## src/rtl/tluh_pkg.sv

```systemverilog
// tluh_pkg: TL-UH logical-op encodings and the RMW engine state enum.
// Contents: tluh_a_param_log (A-channel param for LogicalData), the
// XOR/OR/AND/SWAP encodings, rmw_state_e, and op_valid() for legal ops.
package tluh_pkg;

    typedef logic [2:0] tluh_a_param_log;

    localparam tluh_a_param_log LOG_XOR  = 3'd0;
    localparam tluh_a_param_log LOG_OR   = 3'd1;
    localparam tluh_a_param_log LOG_AND  = 3'd2;
    localparam tluh_a_param_log LOG_SWAP = 3'd3;

    typedef enum logic [2:0] {
        IDLE,
        RD_REQ,
        RD_WAIT,
        WR_REQ,
        WR_WAIT,
        RSP
    } rmw_state_e;

    function automatic logic op_valid(input tluh_a_param_log op);
        return op <= LOG_SWAP;
    endfunction

endpackage

```

## src/rtl/tluh_logic_rmw_logical_unit.sv

```systemverilog
// logical_unit: combinational TL-UH logical operation.
// Ports: a (request data), b (old memory value), op (logical param),
//        y (value to write back).
module logical_unit
    import tluh_pkg::*;
(
    input  logic [31:0]     a,
    input  logic [31:0]     b,
    input  tluh_a_param_log op,
    output logic [31:0]     y
);

    always_comb y = op == LOG_XOR ? a ^ b :
                    op == LOG_OR  ? a | b :
                    op == LOG_AND ? a & b : a;

endmodule

```

## src/rtl/tluh_logic_rmw.sv

```systemverilog
// tluh_logic_rmw: TL-UH LogicalData read-modify-write engine, one op in flight.
// Ports: clk_i/rst_i (sync active-high reset); req_* request handshake and
//        fields; mem_* single-port memory request/grant/read-data channel;
//        rsp_* response handshake with old value, source and error.
// Option: TLUH_RMW_MEM_ERR_EN adds mem_err_i, sampled with mem_rvalid_i.
module tluh_logic_rmw
    import tluh_pkg::*;
#(
    parameter int SRC_W = 8
) (
    input  logic             clk_i,
    input  logic             rst_i,
    input  logic             req_valid_i,
    output logic             req_ready_o,
    input  logic [31:0]      req_addr_i,
    input  logic [31:0]      req_data_i,
    input  logic [3:0]       req_mask_i,
    input  logic [SRC_W-1:0] req_source_i,
    input  tluh_a_param_log  req_op_i,
    output logic             mem_req_o,
    output logic             mem_we_o,
    output logic [31:0]      mem_addr_o,
    output logic [31:0]      mem_wdata_o,
    output logic [3:0]       mem_be_o,
    input  logic             mem_gnt_i,
    input  logic             mem_rvalid_i,
    input  logic [31:0]      mem_rdata_i,
`ifdef TLUH_RMW_MEM_ERR_EN
    input  logic             mem_err_i,
`endif
    output logic             rsp_valid_o,
    input  logic             rsp_ready_i,
    output logic [31:0]      rsp_data_o,
    output logic [SRC_W-1:0] rsp_source_o,
    output logic             rsp_error_o
);

    rmw_state_e       state, nxt;
    logic [31:0]      addr, data, old, result;
    logic [3:0]       mask;
    logic [SRC_W-1:0] source;
    tluh_a_param_log  op;
    logic             err, mem_err, accept, bad;

`ifdef TLUH_RMW_MEM_ERR_EN
    assign mem_err = mem_err_i;
`else
    assign mem_err = 1'b0;
`endif

    assign accept = req_valid_i && req_ready_o;
    // Illegal ops and empty masks are answered with an error, never touching memory
    assign bad    = !op_valid(req_op_i) || req_mask_i == 4'h0;

    logical_unit u_lu (
        .a  (data),
        .b  (old),
        .op (op),
        .y  (result)
    );

    assign mem_addr_o   = addr & 32'hFFFF_FFFC;
    assign rsp_data_o   = old;
    assign rsp_source_o = source;
    assign rsp_error_o  = err;

    always_ff @(posedge clk_i) begin
        if (rst_i) state <= IDLE;
        else       state <= nxt;
    end

    always_comb begin
        nxt         = state;
        req_ready_o = 1'b0;
        mem_req_o   = 1'b0;
        mem_we_o    = 1'b0;
        mem_be_o    = 4'h0;
        mem_wdata_o = 32'h0;
        rsp_valid_o = 1'b0;
        case (state)
            IDLE: begin
                req_ready_o = 1'b1;
                if (req_valid_i) nxt = bad ? RSP : RD_REQ;
            end
            RD_REQ: begin
                mem_req_o = 1'b1;
                mem_be_o  = 4'hF;
                if (mem_gnt_i) nxt = RD_WAIT;
            end
            RD_WAIT: if (mem_rvalid_i) nxt = mem_err ? RSP : WR_REQ;
            WR_REQ: begin
                mem_req_o   = 1'b1;
                mem_we_o    = 1'b1;
                mem_be_o    = mask;
                mem_wdata_o = result;
                if (mem_gnt_i) nxt = WR_WAIT;
            end
            WR_WAIT: if (mem_rvalid_i) nxt = RSP;
            RSP: begin
                rsp_valid_o = 1'b1;
                if (rsp_ready_i) nxt = IDLE;
            end
            default: nxt = IDLE;
        endcase
    end

    always_ff @(posedge clk_i) begin
        if (rst_i) begin
            addr   <= '0;
            data   <= '0;
            mask   <= '0;
            source <= '0;
            op     <= LOG_XOR;
            old    <= '0;
            err    <= 1'b0;
        end else begin
            if (accept) begin
                addr   <= req_addr_i;
                data   <= req_data_i;
                mask   <= req_mask_i;
                source <= req_source_i;
                op     <= req_op_i;
                old    <= '0;
                err    <= bad;
            end
            // A failed read reports zero data; a failed write keeps the old value
            if (state == RD_WAIT && mem_rvalid_i) begin
                old <= mem_err ? 32'h0 : mem_rdata_i;
                err <= mem_err;
            end
            if (state == WR_WAIT && mem_rvalid_i) err <= mem_err;
        end
    end

endmodule
```

## config.mk

```make
export PLATFORM = sky130hd
export DESIGN_NAME = tluh_logic_rmw
export DESIGN_NICKNAME = d
export VERILOG_FILES = /design/src/rtl/tluh_pkg.sv /design/src/rtl/tluh_logic_rmw_logical_unit.sv /design/src/rtl/tluh_logic_rmw.sv
export SDC_FILE = /design/constraint.sdc
export NUM_CORES = 1
export LEC_CHECK = 0
export ABC_AREA = 1
export CAP_MARGIN = 20
export CORE_UTILIZATION = 45
export DETAILED_ROUTE_END_ITERATION = 8
export PLACE_DENSITY = 0.86
export SYNTH_ARGS = -nofsm -noshare
export SYNTH_HDL_FRONTEND = slang
export SYNTH_SLANG_ARGS = --single-unit
```

## constraint.sdc

```tcl
create_clock -name clk_i -period 1.7 [get_ports clk_i]
set_input_delay 0.425 -clock clk_i [delete_from_list [all_inputs] [get_ports clk_i]]
set_output_delay 0.425 -clock clk_i [all_outputs]
set_load 0.02 [all_outputs]
```

==> run_results.csv, run 1 <==
group,metric,value,unit
grt,overflow,0,
layout,multiInputGateArea,4413,um2
drt,wire_per_inst,22.51,um
worst_setup_path,cp_data_arrival_time,1960,ps
drt,antenna_left,0,
layout,final_nets,1418,
timing,hold_viol_final,0,
synth,synth.area.mux_share,0,
grt,grt_max_degree,57,
drt,drc,0,
layout,synthToLayoutAreaGrowth,92.17,%
timing,fmax,419.5,MHz
drt,routed_wirelength,32080,um
die,dieArea,14470,um2
worst_setup_path,path_delay_family,"simple AND/OR/NAND/NOR gates",
worst_setup_path,end_kind,"output pin",
grt,track_usage,0.3239,
drt,via_per_inst,5.806,
synth,synth.largest_area_cell,"dfxtp_1",
flow_run,cap_violations,0,
drt,vias,8274,
synth,synth.distinct_cells,29,
layout,drive_gt1_frac,0.3571,
die,die_y,120.3,um
synth,synth_compound_area_frac,0.2254,
die,ioPinCount,230,
die,coreArea,13450,um2
synth,syn_avg_cell_area,7.090,um2
pwr,ir_worst_vdd,979.1,uV
synth,synth_seq_cells,113,
layout,final_cells,1425,
pwr,switching_share,0.4265,
clocking,cts_sinks,113,
worst_setup_path,critPathMaxStageDelay,370,ps
pwr,power.internal,10660,uW
timing,tightest_slew,654.4,ps
clocking,worstSkewPairLatency,430,ps
grt,grt_pass1_wl,36690,um
pwr,pwr-share-comb,0.593,
worst_setup_path,cp-start-kind,"flip-flop",
worst_setup_path,cp.buffers_inverters,3,
worst_setup_path,worstSetupPathType,"reg -> out",
die,row_count,42,
synth,synth-edff-count,0,
timing,setup-violations-final,155,
drt,first_iter_violations,914,
synth,seq_area_frac_synth,0.3593,
pwr,leakage,0.005652,uW
layout,seq_area,2277,um2
timing,rsz0062_at_grt,"yes",
synth,netlist.area_leader.share,0.3593,
timing,maxSlewViolCount,0,
synth,ys.flop_type,"dfxtp_1",
synth,syn_inst,888,
synth,async_flop_share,0,
timing,finalCritPeriodShare,1.402,
timing,slew_headroom,0.5623,
outcome,violations,"negative setup slack",
clocking,htree_levels,4,
grt,antenna_found_initial,0,
layout,diodes,0,
drt,dr.pass1.iters,5,
clocking,clkSlewWorstSetupHoldPaths,60,ps
synth,synthesis.area,6296,um2
synth,synth_area_leaders,"dfxtp_1 (36%), a21oi_1 (14%), ha_1 (13%)",
clocking,cts_buffer_depth,2,
layout,nFillCells,530,
synth,synth_top_family_by_area,"compound AO/OA/AOI/OAI gates",
grt,grt_pass1_vias,7480,
place,place_area,9748,um2
worst_setup_path,critPathMaxFanout,12,
worst_setup_path,crit_chain,"inv_4 -> nand3_4 -> buf_12 -> nand2_1 -> o21ai_1 -> or2_4 -> a21oi_4 -> buf_6",
layout,stdcell_area,12100,um2
pwr,p_per_area,1536,nW/um2
clocking,root_buffer,"clkbuf_16",
worst_setup_path,worst_path_max_delay_cell,"dfxtp_4",
worst_hold_path,min_path_type,"reg -> reg",
timing,fin_hold_ws,464.3,ps
timing,skew,9.018,ps
place,io_buffers,225,
synth,synth_xor_area_frac,0,
worst_setup_path,crit_required,1270,ps
clocking,cts_tree,"done",
die,initial_core_util,0.4680,
synth,yosys.area_share.simple,0.1709,
timing,setup_ws,-684.1,ps
place,routabilityCongestion,0.8897,
place,dp_cells,1338,
die,die_x,120.3,um
synth,synthAdderAreaFrac,0.1272,
timing,period_minus_slack,2384,ps
pwr,power_frac_seq,0.199,
pwr,power,18580,uW
pwr,p_clk_frac,0.208,
outcome,outcome,"complete, but fails checks",
synth,synth_warnings,0,
pwr,power_switching,7926,uW
place,dp_hpwl,14490,um
clocking,cts-buffers-inserted,17,
-- cells by family (layout without fill, tap and decap cells) --
group,Yosys count,count (layout)
and+or+nand+nor,250,253
AOI/OAI and AO/OA,283,283
adders and majority gates,64,64
DFF,113,113
other,1,2
buffers and inverters,177,534
-- worst min-delay path: stages (launching register included) --
cell and delay (ps):
dfxtp_1 300, nand2_1 60, a21oi_1 50
-- cell usage in the layout (no fill, tap or decap), types with 50 or more instances in the layout --
master and n:
a21oi_1 90, a21oi_2 63, buf_4 101, buf_6 53, clkdlybuf4s50_1 113, dfxtp_1 105, dlygate4sd2_1 55, ha_1 64
inv_1 110, nand2_1 134, o21ai_1 50
-- final cells by class --
cell class,instances,area share
Clock buffer,21,0.03888
Clock inverter,10,0.01303
Inverter,119,0.04023
Multi-Input combinational cell,602,0.3647
Sequential cell,113,0.1882
Tap cell,176,0.01820
Timing Repair Buffer,384,0.3367
-- final timing paths --
| check | startpoint | to | cells past startpoint | slack, ps |
|---|---|---|---|---|
| worst min-delay path | rsp_source_o[4] | rsp_source_o[4] | 2 | 460 |
| worst min register to register | rsp_source_o[4] | rsp_source_o[4] | 2 | 460 |
| worst max register to register | state[1] | data[15] | 12 | -450 |
| worst max-delay path | op[2] | mem_wdata_o[15] | 8 | -680 |
-- power groups by stage --
stage               Combinational [uW]  Sequential (uW)  Clock (uW)
finish                           11000             3690        3870
global route                     11400             3740        4000
CTS                               7870             3600        3830
detailed placement                7080             3630           0
global placement                  6860             3590           0
floorplan                         3740             3910           0
-- state kept, by name, summed over array words and instances, names as in the netlist --
name and cells:
state 3, op 3, mask 4, rsp_source_o 8, rsp_data_o 32, rsp_error_o 1
data 32, addr 30
-- what timing repair did --
action                     4_1_cts  5_1_grt
cloned                           8       22
gates resized for setup        384      250
hold buffers                     0        0
setup buffers                   16       12
pin swaps                        6       52
setup endpoints to repair      113      121
-- Yosys cell counts (2+ instances only) --
master	instances
a21oi_1	178
buf_2	16
buf_4	11
clkbuf_1	29
dfxtp_1	113
ha_1	64
inv_1	112
inv_2	7
nand2_1	189
nand3_1	8
nor2_1	13
o21ai_0	73
o21ai_1	30
or2_0	10
or2_1	20
or2_2	2
-- per-stage QoR --
step             util  TNS, ps  setup WS [ps]
3_5_place_dp   0.7246   -22460         -689.5
4_1_cts        0.8028   -17430         -576.9
3_3_place_gp   0.7246   -19110         -550.2
2_1_floorplan       -   -497.8         -37.56
5_1_grt        0.8994   -42520         -724.8
6_report       0.8994   -36230         -684.1
-- routing by layer --
layer | vias to the layer above | routed length (um) | global-route usage
li1 | 3565 | - | -
met1 | 3888 | 10860 | 0.3419
met2 | 608 | 15800 | 0.5869
met3 | 213 | 3273 | 0.09670
met4 | 0 | 2143 | 0.1512
met5 | - | 0 | 0
Note: power is estimated with default switching activity, not from simulation.
==> run 2, diff against run 1 <==
- PLACE_DENSITY: 0.86 -> 0.78
==> run_results.csv, run 2 (synthesis gave the netlist of run 1 again) <==
group,metric,value,unit
layout,synthToLayoutAreaGrowth,71.98,%
drt,first_iter_violations,378,
pwr,ir_worst_vdd,1012,uV
grt,antenna_found_initial,1,
worst_setup_path,cp.buffers_inverters,4,
outcome,outcome,"complete, but fails checks",
worst_setup_path,cpMostUsedCell,"buf_6",
worst_setup_path,worst_path_max_delay_cell,"dfxtp_2",
place,dp_hpwl,13460,um
grt,overflow,0,
outcome,violations,"negative setup slack",
worst_setup_path,critPathMaxStageDelay,340,ps
worst_setup_path,rr_worst_depth,10,
place,io_buffers,225,
layout,final_nets,1379,
drt,antenna_left,0,
worst_hold_path,hold_depth,2,
die,die_x,120.3,um
grt,track_usage,0.2814,
worst_hold_path,worstHoldEndpoint,"rsp_source_o[4]",
timing,skew,4.334,ps
place,pre_cts_ws,-666.2,ps
worst_setup_path,cp_data_arrival_time,1890,ps
die,ioPinCount,230,
clocking,cts_tree,"done",
flow_run,cap_violations,0,
grt,grt_pass1_vias,6956,
worst_setup_path,crit_required,1270,ps
worst_setup_path,crit_chain,"buf_4 -> nor3_4 -> buf_6 -> clkbuf_16 -> a21oi_1 -> a21oi_4 -> buf_6",
drt,dr.pass1.iters,4,
die,dieArea,14470,um2
drt,via_per_inst,5.083,
worst_setup_path,regToRegSetupSlack,-10,ps
drt,vias,7055,
clocking,cts-buffers-inserted,17,
place,routabilityCongestion,0.8103,
layout,drive_gt1_frac,0.2519,
die,row_count,42,
clocking,clkSlewWorstSetupHoldPaths,60,ps
timing,period_minus_slack,2313,ps
die,die_y,120.3,um
clocking,htree_levels,4,
layout,stdcell_area,10830,um2
worst_setup_path,critPathMaxFanout,8,
timing,setup_ws,-613.2,ps
worst_setup_path,r2r_end,"data[15]",
drt,routed_wirelength,22130,um
timing,rsz0062_at_grt,"yes",
timing,fin_hold_ws,457.8,ps
grt,grt_max_degree,44,
worst_setup_path,worstSetupPathType,"reg -> out",
layout,layout_common_cells,"nand2_1 (184), a21oi_1 (126), clkdlybuf4s50_1 (113), inv_1 (110), dfxtp_1 (106)",
place,place_area,9728,um2
timing,maxSlewViolCount,0,
clocking,cts_buffer_depth,2,
timing,hold_viol_final,0,
pwr,leakage,0.004999,uW
die,coreArea,13450,um2
clocking,root_buffer,"clkbuf_16",
worst_hold_path,hp-start,"rsp_source_o[4]",
worst_hold_path,min_path_type,"reg -> reg",
layout,fin_util,0.8049,
clocking,worstSkewPairLatency,420,ps
worst_setup_path,path_delay_family,"buffers and inverters",
die,initial_core_util,0.4680,
timing,fin_tns_setup,-17810,ps
drt,wire_per_inst,15.95,um
drt,drc,0,
layout,layout_commonest_cell,"nand2_1",
grt,grt_pass1_wl,32050,um
timing,fmax,432.3,MHz
worst_setup_path,end_kind,"output pin",
timing,finalCritPeriodShare,1.361,
clocking,hold_buffers,0,
worst_setup_path,reg2reg_from,"state[1]",
worst_setup_path,cp-start-kind,"flip-flop",
pwr,p_per_area,1457,nW/um2
clocking,cts_sinks,113,
timing,setup-violations-final,38,
-- run 2: changes by cell type in the layout (fill, tap and decap cells not counted), sizes merged --
cell / before / now
clkinvlp: 3 / 5
nand2: 193 / 191
clkinv: 5 / 3
bufinv: 4 / 5
inv: 117 / 119
dlygate4sd2: 55 / 53
buf: 184 / 161
clkdlybuf4s15: 7 / 13
diode: 0 / 1
clkbuf: 46 / 26
-- run 2: what timing repair did --
item / CTS / global route
cloned: 0 / 5
endpoints found under the setup margin: 111 / 68
pin swaps: 0 / 14
gates resized for setup: 340 / 97
setup buffers: 9 / 4
-- run 2: layout make-up --
class	count	area [um2]
fill	900	2625
multi-input combinational	600	3857
antenna	1	2.502
timing repair buffer	347	3364
tap	176	220.2
inverter	119	454.2
clock buffer	19	442.9
clock inverter	13	210.2
sequential	113	2276
-- run 2: report_power, final --
part           internal, uW  leakage, uW  switching [uW]  total [uW]
clock network          2640     0.000301            1340        3980
logic                  3500      0.00377            4690        8190
registers              3250     0.000927             356        3600
total                  9380      0.00500            6390       15800
-- run 2: stage by stage --
stage / cells / total power, uW
finish: 1388 / 15780
global placement: 1337 / 10390
CTS: 1378 / 14770
detailed placement: 1337 / 10570
global route: 1387 / 16610
floorplan: 889 / 7657
-- run 2: how the worst max path moves through the flow --
stage	start	end	slack, ps	cells after the start
detailed placement	op[2]	mem_wdata_o[1]	-670	7
global route	op[0]	mem_wdata_o[15]	-660	7
floorplan	op[2]	mem_wdata_o[21]	-40	5
global placement	op[2]	mem_wdata_o[1]	-610	7
finish	op[0]	mem_wdata_o[15]	-610	7
CTS	op[2]	mem_wdata_o[1]	-600	8
-- run 2: worst reg2reg max path: cells and delay by family, from the launching register on --
family / cells / cell delay, ps
buffers and inverters: 5 / 640
AOI/OAI and AO/OA: 2 / 340
DFF: 1 / 330
and+or+nand+nor: 3 / 270
-- run 2: layer usage --
layer	part of all wire	wire length, um	track usage
met3	0.082	1812	0.08491
met1	0.38	8507	0.3034
met4	0.026	577	0.1289
met5	0	0	0
met2	0.51	11240	0.5025
==> run 3, diff against run 2 <==
--- a/config.mk
+++ b/config.mk
@@ -9,2 +9,3 @@
 export CAP_MARGIN = 20
+export CORE_MARGIN = 4
 export CORE_UTILIZATION = 45
--- a/constraint.sdc
+++ b/constraint.sdc
@@ -3,2 +3,2 @@
 set_output_delay 0.425 -clock clk_i [all_outputs]
-set_load 0.02 [all_outputs]
+set_load 0.005 [all_outputs]
==> run_results.csv, run 3 (synthesis gave the netlist of run 1 again) <==
group,metric,value,unit
outcome,outcome,"complete, but fails checks",
outcome,violations,"negative setup slack",
pwr,ir_worst_vdd,1152,uV
grt,grt_max_degree,42,
grt,antenna_found_initial,1,
timing,hold_viol_final,0,
layout,layout_common_cells,"nand2_1 (182), a21oi_1 (154), clkdlybuf4s50_1 (113), inv_1 (108), buf_4 (106)",
layout,drive_gt1_frac,0.2510,
timing,setup_ws,-692.3,ps
drt,drc,0,
worst_setup_path,worstSetupPathType,"reg -> out",
drt,vias,7232,
flow_run,cap_violations,0,
place,routabilityCongestion,0.8582,
grt,track_usage,0.2793,
die,ioPinCount,230,
timing,fin_hold_ws,459.3,ps
drt,first_iter_violations,385,
worst_setup_path,cp-start-kind,"flip-flop",
timing,rsz0062_at_grt,"yes",
timing,setup-violations-final,38,
worst_setup_path,end_kind,"output pin",
clocking,cts_buffer_depth,2,
clocking,hold_buffers,0,
timing,skew,7.205,ps
layout,diodes,0,
die,coreArea,13450,um2
layout,final_nets,1395,
grt,grt_pass1_wl,35850,um
worst_setup_path,cp_data_arrival_time,1970,ps
worst_setup_path,regToRegSetupSlack,100,ps
worst_setup_path,crit_required,1270,ps
pwr,leakage,0.005354,uW
layout,synthToLayoutAreaGrowth,68.52,%
clocking,worstSkewPairLatency,420,ps
die,die_y,126.3,um
drt,via_per_inst,5.155,
clocking,htree_levels,4,
die,row_count,42,
timing,period_minus_slack,2392,ps
timing,fmax,418.0,MHz
grt,grt_pass1_vias,7305,
pwr,power,14500,uW
die,dieArea,15950,um2
drt,antenna_left,0,
layout,nFillCells,942,
clocking,cts_tree,"done",
drt,routed_wirelength,23290,um
timing,maxSlewViolCount,0,
clocking,clkSlewWorstSetupHoldPaths,60,ps
worst_setup_path,rr_worst_depth,10,
clocking,cts-buffers-inserted,17,
worst_hold_path,min_path_type,"reg -> reg",
grt,overflow,0,
layout,layout_commonest_cell,"nand2_1",
die,die_x,126.3,um
worst_hold_path,hold_depth,2,
place,dp_hpwl,14140,um
timing,finalCritPeriodShare,1.407,
die,initial_core_util,0.4680,
clocking,root_buffer,"clkbuf_16",
pwr,p_per_area,1367,nW/um2
drt,wire_per_inst,16.60,um
clocking,cts_sinks,113,
worst_setup_path,critPathMaxFanout,5,
drt,dr.pass1.iters,5,
place,io_buffers,225,
[run 3: power breakdown]
| part | internal, uW | leakage (uW) | total (uW) | switching (uW) |
|---|---|---|---|---|
| Combinational | 3320 | 0.00410 | 6990 | 3670 |
| Clock | 2520 | 0.000312 | 3910 | 1390 |
| Sequential | 3250 | 0.000941 | 3600 | 345 |
[run 3: critical path, cell delays in order, from the launching register on]
cell	delay, ps
dfxtp_2	320
inv_2	70
buf_6	100
nand3_4	100
buf_12	180
clkbuf_16	160
nand2_2	60
o21ai_1	70
or2_1	220
a21oi_2	140
buf_2	140
[run 3: final timing paths]
path	startpoint	end
hold reg to reg	addr[19]	addr[19]
setup reg to reg	state[0]	addr[18]
hold / removal	addr[19]	addr[19]
setup / recovery	op[0]	mem_wdata_o[19]
[run 3: what timing repair did]
item,in CTS,in global routing
pin swaps,16,14
endpoints found under the hold margin,0,0
gates cloned,8,1
setup endpoints to repair,98,53
buffers inserted,20,8
resized for setup,315,48
[run 3: layout make-up]
type	instances	area, um2	area share
Timing Repair Buffer	364	3482	0.3282
Clock inverter	14	202.7	0.01910
Multi-Input combinational cell	599	3500	0.3298
Tap cell	176	220.2	0.02075
Clock buffer	18	439.2	0.04139
Sequential cell	113	2307	0.2175
Inverter	119	459.2	0.04328
[run 3: routing by layer]
| metal | share of wire | wire [um] | global-route usage |
|---|---|---|---|
| met5 | 0.00034 | 8 | 0 |
| met4 | 0.028 | 655 | 0.1142 |
| met3 | 0.11 | 2467 | 0.1224 |
| met2 | 0.50 | 11680 | 0.4870 |
| met1 | 0.36 | 8480 | 0.2947 |
[run 3: stage by stage]
stage | area, um2 | worst slack [ps] | utilization | setup TNS [ps] | instances
2_1_floorplan | 6300 | 55.59 | - | 0 | 889
3_3_place_gp | 9427 | -521.5 | 0.7007 | -14210 | 1339
3_5_place_dp | 9427 | -543.4 | 0.7007 | -15150 | 1339
4_1_cts | 10410 | -665.9 | 0.7741 | -20120 | 1398
5_1_grt | 10610 | -774.4 | 0.7887 | -23470 | 1403
6_report | 10610 | -692.3 | 0.7887 | -19630 | 1403
